**src/rtl/neuron_mac_gen.sv**
```systemverilog
// neuron_mac_gen: one neuron of a fixed-point layer. Weights are streamed in
// once and kept in per-lane banks. Input vectors then arrive in beats of LANES
// words. Each beat goes through a weight read, a registered product and an
// accumulate stage. After the last beat the FSM drains the pipeline, adds the
// bias, shifts down by FRAC_W, saturates, applies the activation and emits one
// result strobe.
//
// Ports:
//   clk, rst              clock, synchronous active-high reset
//   cfg_layer, cfg_neuron select this neuron for w_valid / b_valid
//   w_valid, w_data       weight word write (IDLE only, auto-increment address)
//   b_valid, b_data       bias word write (any state)
//   in_valid, in_ready    input beat handshake; in_data lane 0 in LSBs
//   out_data, out_valid   activated result and its one-cycle strobe
//   busy                  vector in flight
//   ovf                   sticky saturation flag
//   wr_err                one-cycle pulse for a dropped weight write

// One MAC lane. It holds the weights for beat positions of its lane and
// produces the registered product two cycles after a read.
module neuron_mac_lane #(
  parameter int DATA_W = 16,
  parameter int BEATS  = 128,
  parameter int BW     = 7
) (
  input  logic                  clk,
  input  logic                  we,
  input  logic [BW-1:0]         waddr,
  input  logic [DATA_W-1:0]     wdata,
  input  logic                  rd,
  input  logic [BW-1:0]         raddr,
  input  logic [DATA_W-1:0]     x,
  output logic [2*DATA_W-1:0]   prod
);
  // No reset on the bank: weights survive rst.
  logic        [DATA_W-1:0] mem [BEATS];
  logic signed [DATA_W-1:0] w_q, x_q;

  always_ff @(posedge clk) begin
    if (we) mem[waddr] <= wdata;
    if (rd) begin
      w_q <= mem[raddr];
      x_q <= x;
    end
    prod <= w_q * x_q;
  end
endmodule

module neuron_mac_gen #(
  parameter int LAYER_NO   = 1,
  parameter int NEURON_NO  = 0,
  parameter int NUM_WEIGHT = 128,
  parameter int LANES      = 1,
  parameter int DATA_W     = 16,
  parameter int FRAC_W     = 8,
  parameter     ACT        = "relu"
) (
  input  logic                     clk,
  input  logic                     rst,
  input  logic [7:0]               cfg_layer,
  input  logic [7:0]               cfg_neuron,
  input  logic                     w_valid,
  input  logic [DATA_W-1:0]        w_data,
  input  logic                     b_valid,
  input  logic [DATA_W-1:0]        b_data,
  input  logic                     in_valid,
  output logic                     in_ready,
  input  logic [LANES*DATA_W-1:0]  in_data,
  output logic [DATA_W-1:0]        out_data,
  output logic                     out_valid,
  output logic                     busy,
  output logic                     ovf,
  output logic                     wr_err
);
  localparam int BEATS  = NUM_WEIGHT / LANES;
  localparam int ACC_W  = 2*DATA_W + $clog2(NUM_WEIGHT);
  localparam int AW     = $clog2(NUM_WEIGHT);
  localparam int BW     = (BEATS > 1) ? $clog2(BEATS) : 1;
  localparam int LSH    = $clog2(LANES);
  localparam int STAGES = 2;
  localparam bit RELU   = (ACT == "relu");

  typedef enum logic [2:0] {S_IDLE, S_ACC, S_DRAIN, S_BIAS, S_ACT} state_t;

  state_t                      state;
  logic signed [ACC_W-1:0]     acc, bias, lane_sum, r;
  logic [BW-1:0]               beat_cnt, w_idx;
  logic [AW-1:0]               w_addr;
  logic [STAGES-1:0]           vld_pipe;
  logic [LANES-1:0]            lane_we;
  logic [LANES-1:0][2*DATA_W-1:0] prod;
  logic                        sel, accept, beat_last, w_wr, clip;
  logic [ACC_W-DATA_W:0]       top_bits;
  logic [DATA_W-1:0]           sat_val, act_val;

  assign sel       = (cfg_layer == 8'(LAYER_NO)) && (cfg_neuron == 8'(NEURON_NO));
  assign in_ready  = !rst && (state == S_IDLE || state == S_ACC);
  assign accept    = in_valid && in_ready;
  assign beat_last = (beat_cnt == BW'(BEATS-1));
  assign w_wr      = w_valid && sel && (state == S_IDLE);
  assign w_idx     = BW'(w_addr >> LSH);
  assign busy      = (state != S_IDLE);

  // Address k lives in lane k%LANES at index k/LANES.
  for (genvar l = 0; l < LANES; l++) begin : g_lane
    assign lane_we[l] = w_wr && (LANES == 1 || (w_addr % AW'(LANES)) == AW'(l));
    neuron_mac_lane #(.DATA_W(DATA_W), .BEATS(BEATS), .BW(BW)) u_lane (
      .clk   (clk),
      .we    (lane_we[l]),
      .waddr (w_idx),
      .wdata (w_data),
      .rd    (accept),
      .raddr (beat_cnt),
      .x     (in_data[l*DATA_W +: DATA_W]),
      .prod  (prod[l])
    );
  end

  always_comb begin
    lane_sum = '0;
    for (int l = 0; l < LANES; l++)
      lane_sum = lane_sum + {{(ACC_W-2*DATA_W){prod[l][2*DATA_W-1]}}, prod[l]};
  end

  // Result fits DATA_W only if every bit from the DATA_W-1 sign position up
  // is a copy of the sign.
  assign r        = acc >>> FRAC_W;
  assign top_bits = r[ACC_W-1:DATA_W-1];
  assign clip     = !((&top_bits) || !(|top_bits));
  assign sat_val  = clip ? (r[ACC_W-1] ? {1'b1, {(DATA_W-1){1'b0}}}
                                       : {1'b0, {(DATA_W-1){1'b1}}})
                         : r[DATA_W-1:0];
  assign act_val  = (RELU && sat_val[DATA_W-1]) ? '0 : sat_val;

  always_ff @(posedge clk) begin
    if (rst) begin
      state     <= S_IDLE;
      acc       <= '0;
      bias      <= '0;
      beat_cnt  <= '0;
      w_addr    <= '0;
      vld_pipe  <= '0;
      out_data  <= '0;
      out_valid <= 1'b0;
      ovf       <= 1'b0;
      wr_err    <= 1'b0;
    end else begin
      out_valid <= 1'b0;
      wr_err    <= w_valid && sel && (state != S_IDLE);
      vld_pipe  <= {vld_pipe[STAGES-2:0], accept};

      if (w_wr)
        w_addr <= (w_addr == AW'(NUM_WEIGHT-1)) ? '0 : w_addr + 1'b1;
      if (b_valid && sel)
        bias <= {{(ACC_W-DATA_W){b_data[DATA_W-1]}}, b_data} << FRAC_W;
      if (accept)
        beat_cnt <= beat_last ? '0 : beat_cnt + 1'b1;
      if (vld_pipe[STAGES-1])
        acc <= acc + lane_sum;

      case (state)
        S_IDLE: if (accept) begin
          acc   <= '0;
          state <= beat_last ? S_DRAIN : S_ACC;
        end
        S_ACC: if (accept && beat_last) state <= S_DRAIN;
        // The last product is accumulated on the edge where stage 1 is
        // already empty, so leaving then sees the final sum in BIAS.
        S_DRAIN: if (!vld_pipe[0]) state <= S_BIAS;
        S_BIAS: begin
          acc   <= acc + bias;
          state <= S_ACT;
        end
        S_ACT: begin
          out_data  <= act_val;
          out_valid <= 1'b1;
          if (clip) ovf <= 1'b1;
          state <= S_IDLE;
        end
        default: state <= S_IDLE;
      endcase
    end
  end
endmodule

```
**config.mk**
```make
export PLATFORM = sky130hd
export DESIGN_NAME = neuron_mac_gen
export DESIGN_NICKNAME = d
export VERILOG_FILES = /design/src/rtl/neuron_mac_gen.sv
export SDC_FILE = /design/constraint.sdc
export NUM_CORES = 2
export LEC_CHECK = 0
export CORE_MARGIN = 2
export CORE_UTILIZATION = 50
export CTS_CLUSTER_SIZE = 28
export DETAILED_ROUTE_END_ITERATION = 8
export GPL_TIMING_DRIVEN = 0
export PLACE_DENSITY = 0.66
export SYNTH_ARGS = -nofsm -noshare
export SYNTH_HDL_FRONTEND = slang
export SYNTH_SLANG_ARGS = --single-unit
```
**constraint.sdc**
```tcl
create_clock -name clk -period 10.8 [get_ports clk]
set_clock_uncertainty 0.1 [all_clocks]
set_input_delay 2.16 -clock clk [delete_from_list [all_inputs] [get_ports clk]]
set_output_delay 2.16 -clock clk [all_outputs]
set_load 0.02 [all_outputs]
```
==> metrics.md <==
| Metric | Value |
|---|---|
| Status | `complete, but fails checks` |
| Failing checks | `capacitance limit` |
| Setup TNS | `0 ns` |
| Max_cap viols | `1` |
| PostCTS Resize Cnt | `0` |
| Antenna violations before repair | `19` |
| Worst EP required | `11.37 ns` |
| Residual DRC count | `0` |
| Yosys cell types | `77` |
| Layout cells sized above 1 | `0.2363` |
| Avg WL per Cell | `30.12 um` |
| FF+latch count, synth | `2204` |
| Remaining antenna violation count after routing | `0` |
| Clk buf depth | `3` |
| # setup viols final | `0` |
| Total die area | `196400 um2` |
| Cell Area, Synth | `96460 um2` |
| Area Overhead vs Synth | `14.13%` |
| Skew-Pair Late Insertion Delay | `0.87 ns` |
| Via count | `50140` |
| Max Slew Vio Count | `0` |
| Most frequent cells in the layout | `2080 x edfxtp_1, 672 x mux4_2, 306 x inv_1` |
| DRT iter0 DRCs | `5905` |
| Setup crit start kind | `flop` |
| # rows | `approximately 160` |
| Final Cycle Share | `0.6773` |
| Crit Path Max Fanout | `10` |
| Initial core utilization | `0.5019` |
| Core box area | `192200 um2` |
| Hold-fix buffer count after cts | `0` |
| Slew headroom | `0.007497` |
| GP Congestion | `0.9097` |
| Hold Path Class | `reg -> reg` |
| Crit path capture type | `flop` |
| Post-CTS setup buffer count | `0` |
| Chip width | `443.2 um` |
| Vias in the first global route | `50490` |
| Most common cell after layout, fill and taps aside | `edfxtp_1` |
| Mapped Cells | `a little over 5000` |
| H-tree levels | `4` |
| Worst-margin pin slew | `1.489 ns` |
| Power Total | `22.20 mW` |
| Fmax | `136.7 MHz` |
| CTS tree | `yes` |
| Placed inst area | `103000 um2` |
| Post-route cell area | `110100 um2` |
| Static leakage | `36.05 nW` |
| CTS root buf | `clkbuf_16` |
| Avg Vias per Cell | `slightly above 6` |
| RSZ-0062 raised after global routing | `no` |
| Fin. Hold Viols | `0` |
| Number of synthesized flops with an enable pin | `2080` |
| Port Buffers | `87` |
| Post-route minimum period | `7.315 ns` |
| Overall routing resource usage | `0.2541` |
| Largest net degree at the start of global routing | `97` |
| Share of flip-flops with an asynchronous set or reset | `0` |
| Main synth FF type | `edfxtp_1` |
| Pre-Repair DR Iteration Count | `6` |
| Sequential share of the synthesized area | `0.6733` |
| Clock transition at the registers of the reported paths | `0.06 ns` |
| YS warnings | `0` |
| Drt total wl | `247900 um` |
| DPL Wire Length | `~170000 um` |
| Die Ht | `443.2 um` |
| Maximum vdd drop | `0.2183 mV` |
| Total grt overflow | `0` |
| PwrDens | `just over 200 nW/um2` |
| Post-Synthesis Net Count | `5571` |
| Mapped Avg Cell Area | `between 15 and 20 um2` |
| Worst EP arrival | `7.88 ns` |
| Pre-CTS setup slack | `~3.5 ns` |
| Total Nets Final | `approximately 6000` |
| PnR worst setup slack | `3.485 ns` |
| Setup CP Type | `reg -> reg` |
| Ports | `90` |
| CTS Sinks | `2204` |
| CTS buffer count | `218` |
| First-pass GRT wire length | `357100 um` |
==> per-layer routing <==
| metal | part of all wire | track usage |
|---|---|---|
| met5 | 0.00039 | 0 |
| met4 | 0.036 | 0.08733 |
| met3 | 0.077 | 0.04068 |
| met2 | 0.50 | 0.4179 |
| met1 | 0.39 | 0.3491 |
==> cells by family (layout without fill, tap and decap cells) <==
family / count (synthesis) / in the layout / share of synthesized area
multiplexers: 710 / 710 / 0.1611
XOR/XNOR: 103 / 103 / 0.009353
AO/OA/AOI/OAI: 336 / 336 / 0.02273
flip-flops: 2204 / 2204 / 0.6733
AND/OR/NAND/NOR: 774 / 774 / 0.03677
buffers and inverters: 542 / 1151 / 0.02226
adder cells (fa/ha/maj): 416 / 416 / 0.07451
other: 1 / 10 / 0.00003888
==> path summary, 6_finish.rpt <==
kind	slack [ns]	cells after the start	from	to
setup / recovery	3.49	23	g_lane[0].u_lane.x_q[7]$_DFFE_PP_	g_lane[0].u_lane.prod[31]$_DFF_P_
hold / removal	0.37	1	vld_pipe[0]$_SDFF_PP0_	vld_pipe[1]$_SDFF_PP0_
setup reg to reg	3.49	23	g_lane[0].u_lane.x_q[7]$_DFFE_PP_	g_lane[0].u_lane.prod[31]$_DFF_P_
hold reg to reg	0.37	1	vld_pipe[0]$_SDFF_PP0_	vld_pipe[1]$_SDFF_PP0_
==> state kept, by name, summed over array words and instances, names as in the netlist, 2 cells and up <==
register / count
g_lane.u_lane.mem: 2048
acc: 39
g_lane.u_lane.prod: 32
bias: 16
g_lane.u_lane.w_q: 16
g_lane.u_lane.x_q: 16
out_data: 15
beat_cnt: 7
w_addr: 7
state: 3
vld_pipe: 2
==> where the power goes <==
group | total, mW | internal (mW) | switching, mW
clock network | 7.44 | 4.17 | 3.27
registers | 9.57 | 9.49 | 0.0801
logic | 5.19 | 2.24 | 2.95
==> area by class of cell <==
type,count,area (um2)
Timing Repair Buffer,211,3063
Buffer,235,1010
Inverter,307,1154
Clock inverter,128,1343
Sequential cell,2204,64940
Tap cell,2526,3161
Fill cell,14360,82090
Antenna cell,9,22.52
Multi-Input combinational cell,2340,29690
Clock buffer,270,5702
==> critical path: stages (launching register included) <==
cell	delay, ns
edfxtp_1	0.63
clkbuf_1	0.51
nand2_1	0.16
fa_1	0.57
inv_1	0.06
fa_1	0.51
inv_1	0.06
fa_1	0.53
inv_1	0.05
fa_1	0.46
fa_1	0.50
inv_1	0.06
fa_1	0.59
inv_1	0.07
ha_1	0.36
and3_1	0.21
nand3_1	0.08
o31ai_1	0.36
a31oi_1	0.22
o21ai_1	0.36
o21ai_0	0.19
o2111a_1	0.30
a21oi_1	0.17
xnor2_1	0.09
==> metrics by stage <==
step                      utilization  hold slack [ns]  instances
after floorplan                     -           0.3356       5086
after global placement         0.5229           0.3613       7699
after detailed placement       0.5360           0.3631       7822
after CTS                      0.5726           0.3700       8220
after global routing           0.5728           0.3801       8224
final                          0.5728           0.3692       8230
==> synthesized netlist by cell type, drive strengths merged (5+ instances only) <==
cell type / n / area [um2]
nand3: 24 / 120.1
xnor2: 77 / 674.4
o21a: 13 / 98.85
and3: 13 / 81.33
o21ai: 42 / 210.2
o211ai: 8 / 60.06
ha: 152 / 1902
a22oi: 9 / 67.56
a21oi: 118 / 590.6
a311oi: 5 / 43.79
dfxtp: 124 / 2482
or3: 10 / 62.56
a31oi: 17 / 112.6
nor2b: 15 / 93.84
o21bai: 9 / 67.56
and4: 5 / 43.79
nand4: 13 / 81.33
nor2: 280 / 1054
nand2: 219 / 822.0
and2: 130 / 813.3
o31ai: 5 / 37.54
nor3: 32 / 160.2
mux2i: 21 / 210.2
nand2b: 13 / 81.33
nor4: 11 / 68.82
inv: 306 / 1149
a211oi: 13 / 102.6
fa: 264 / 5285
mux2: 17 / 191.4
o22ai: 11 / 68.82
clkbuf: 149 / 559.3
edfxtp: 2080 / 62460
a21o: 42 / 315.3
buf: 86 / 435.4
xor2: 26 / 227.7
mux4: 672 / 15130
(Power assumes the default switching activity.)
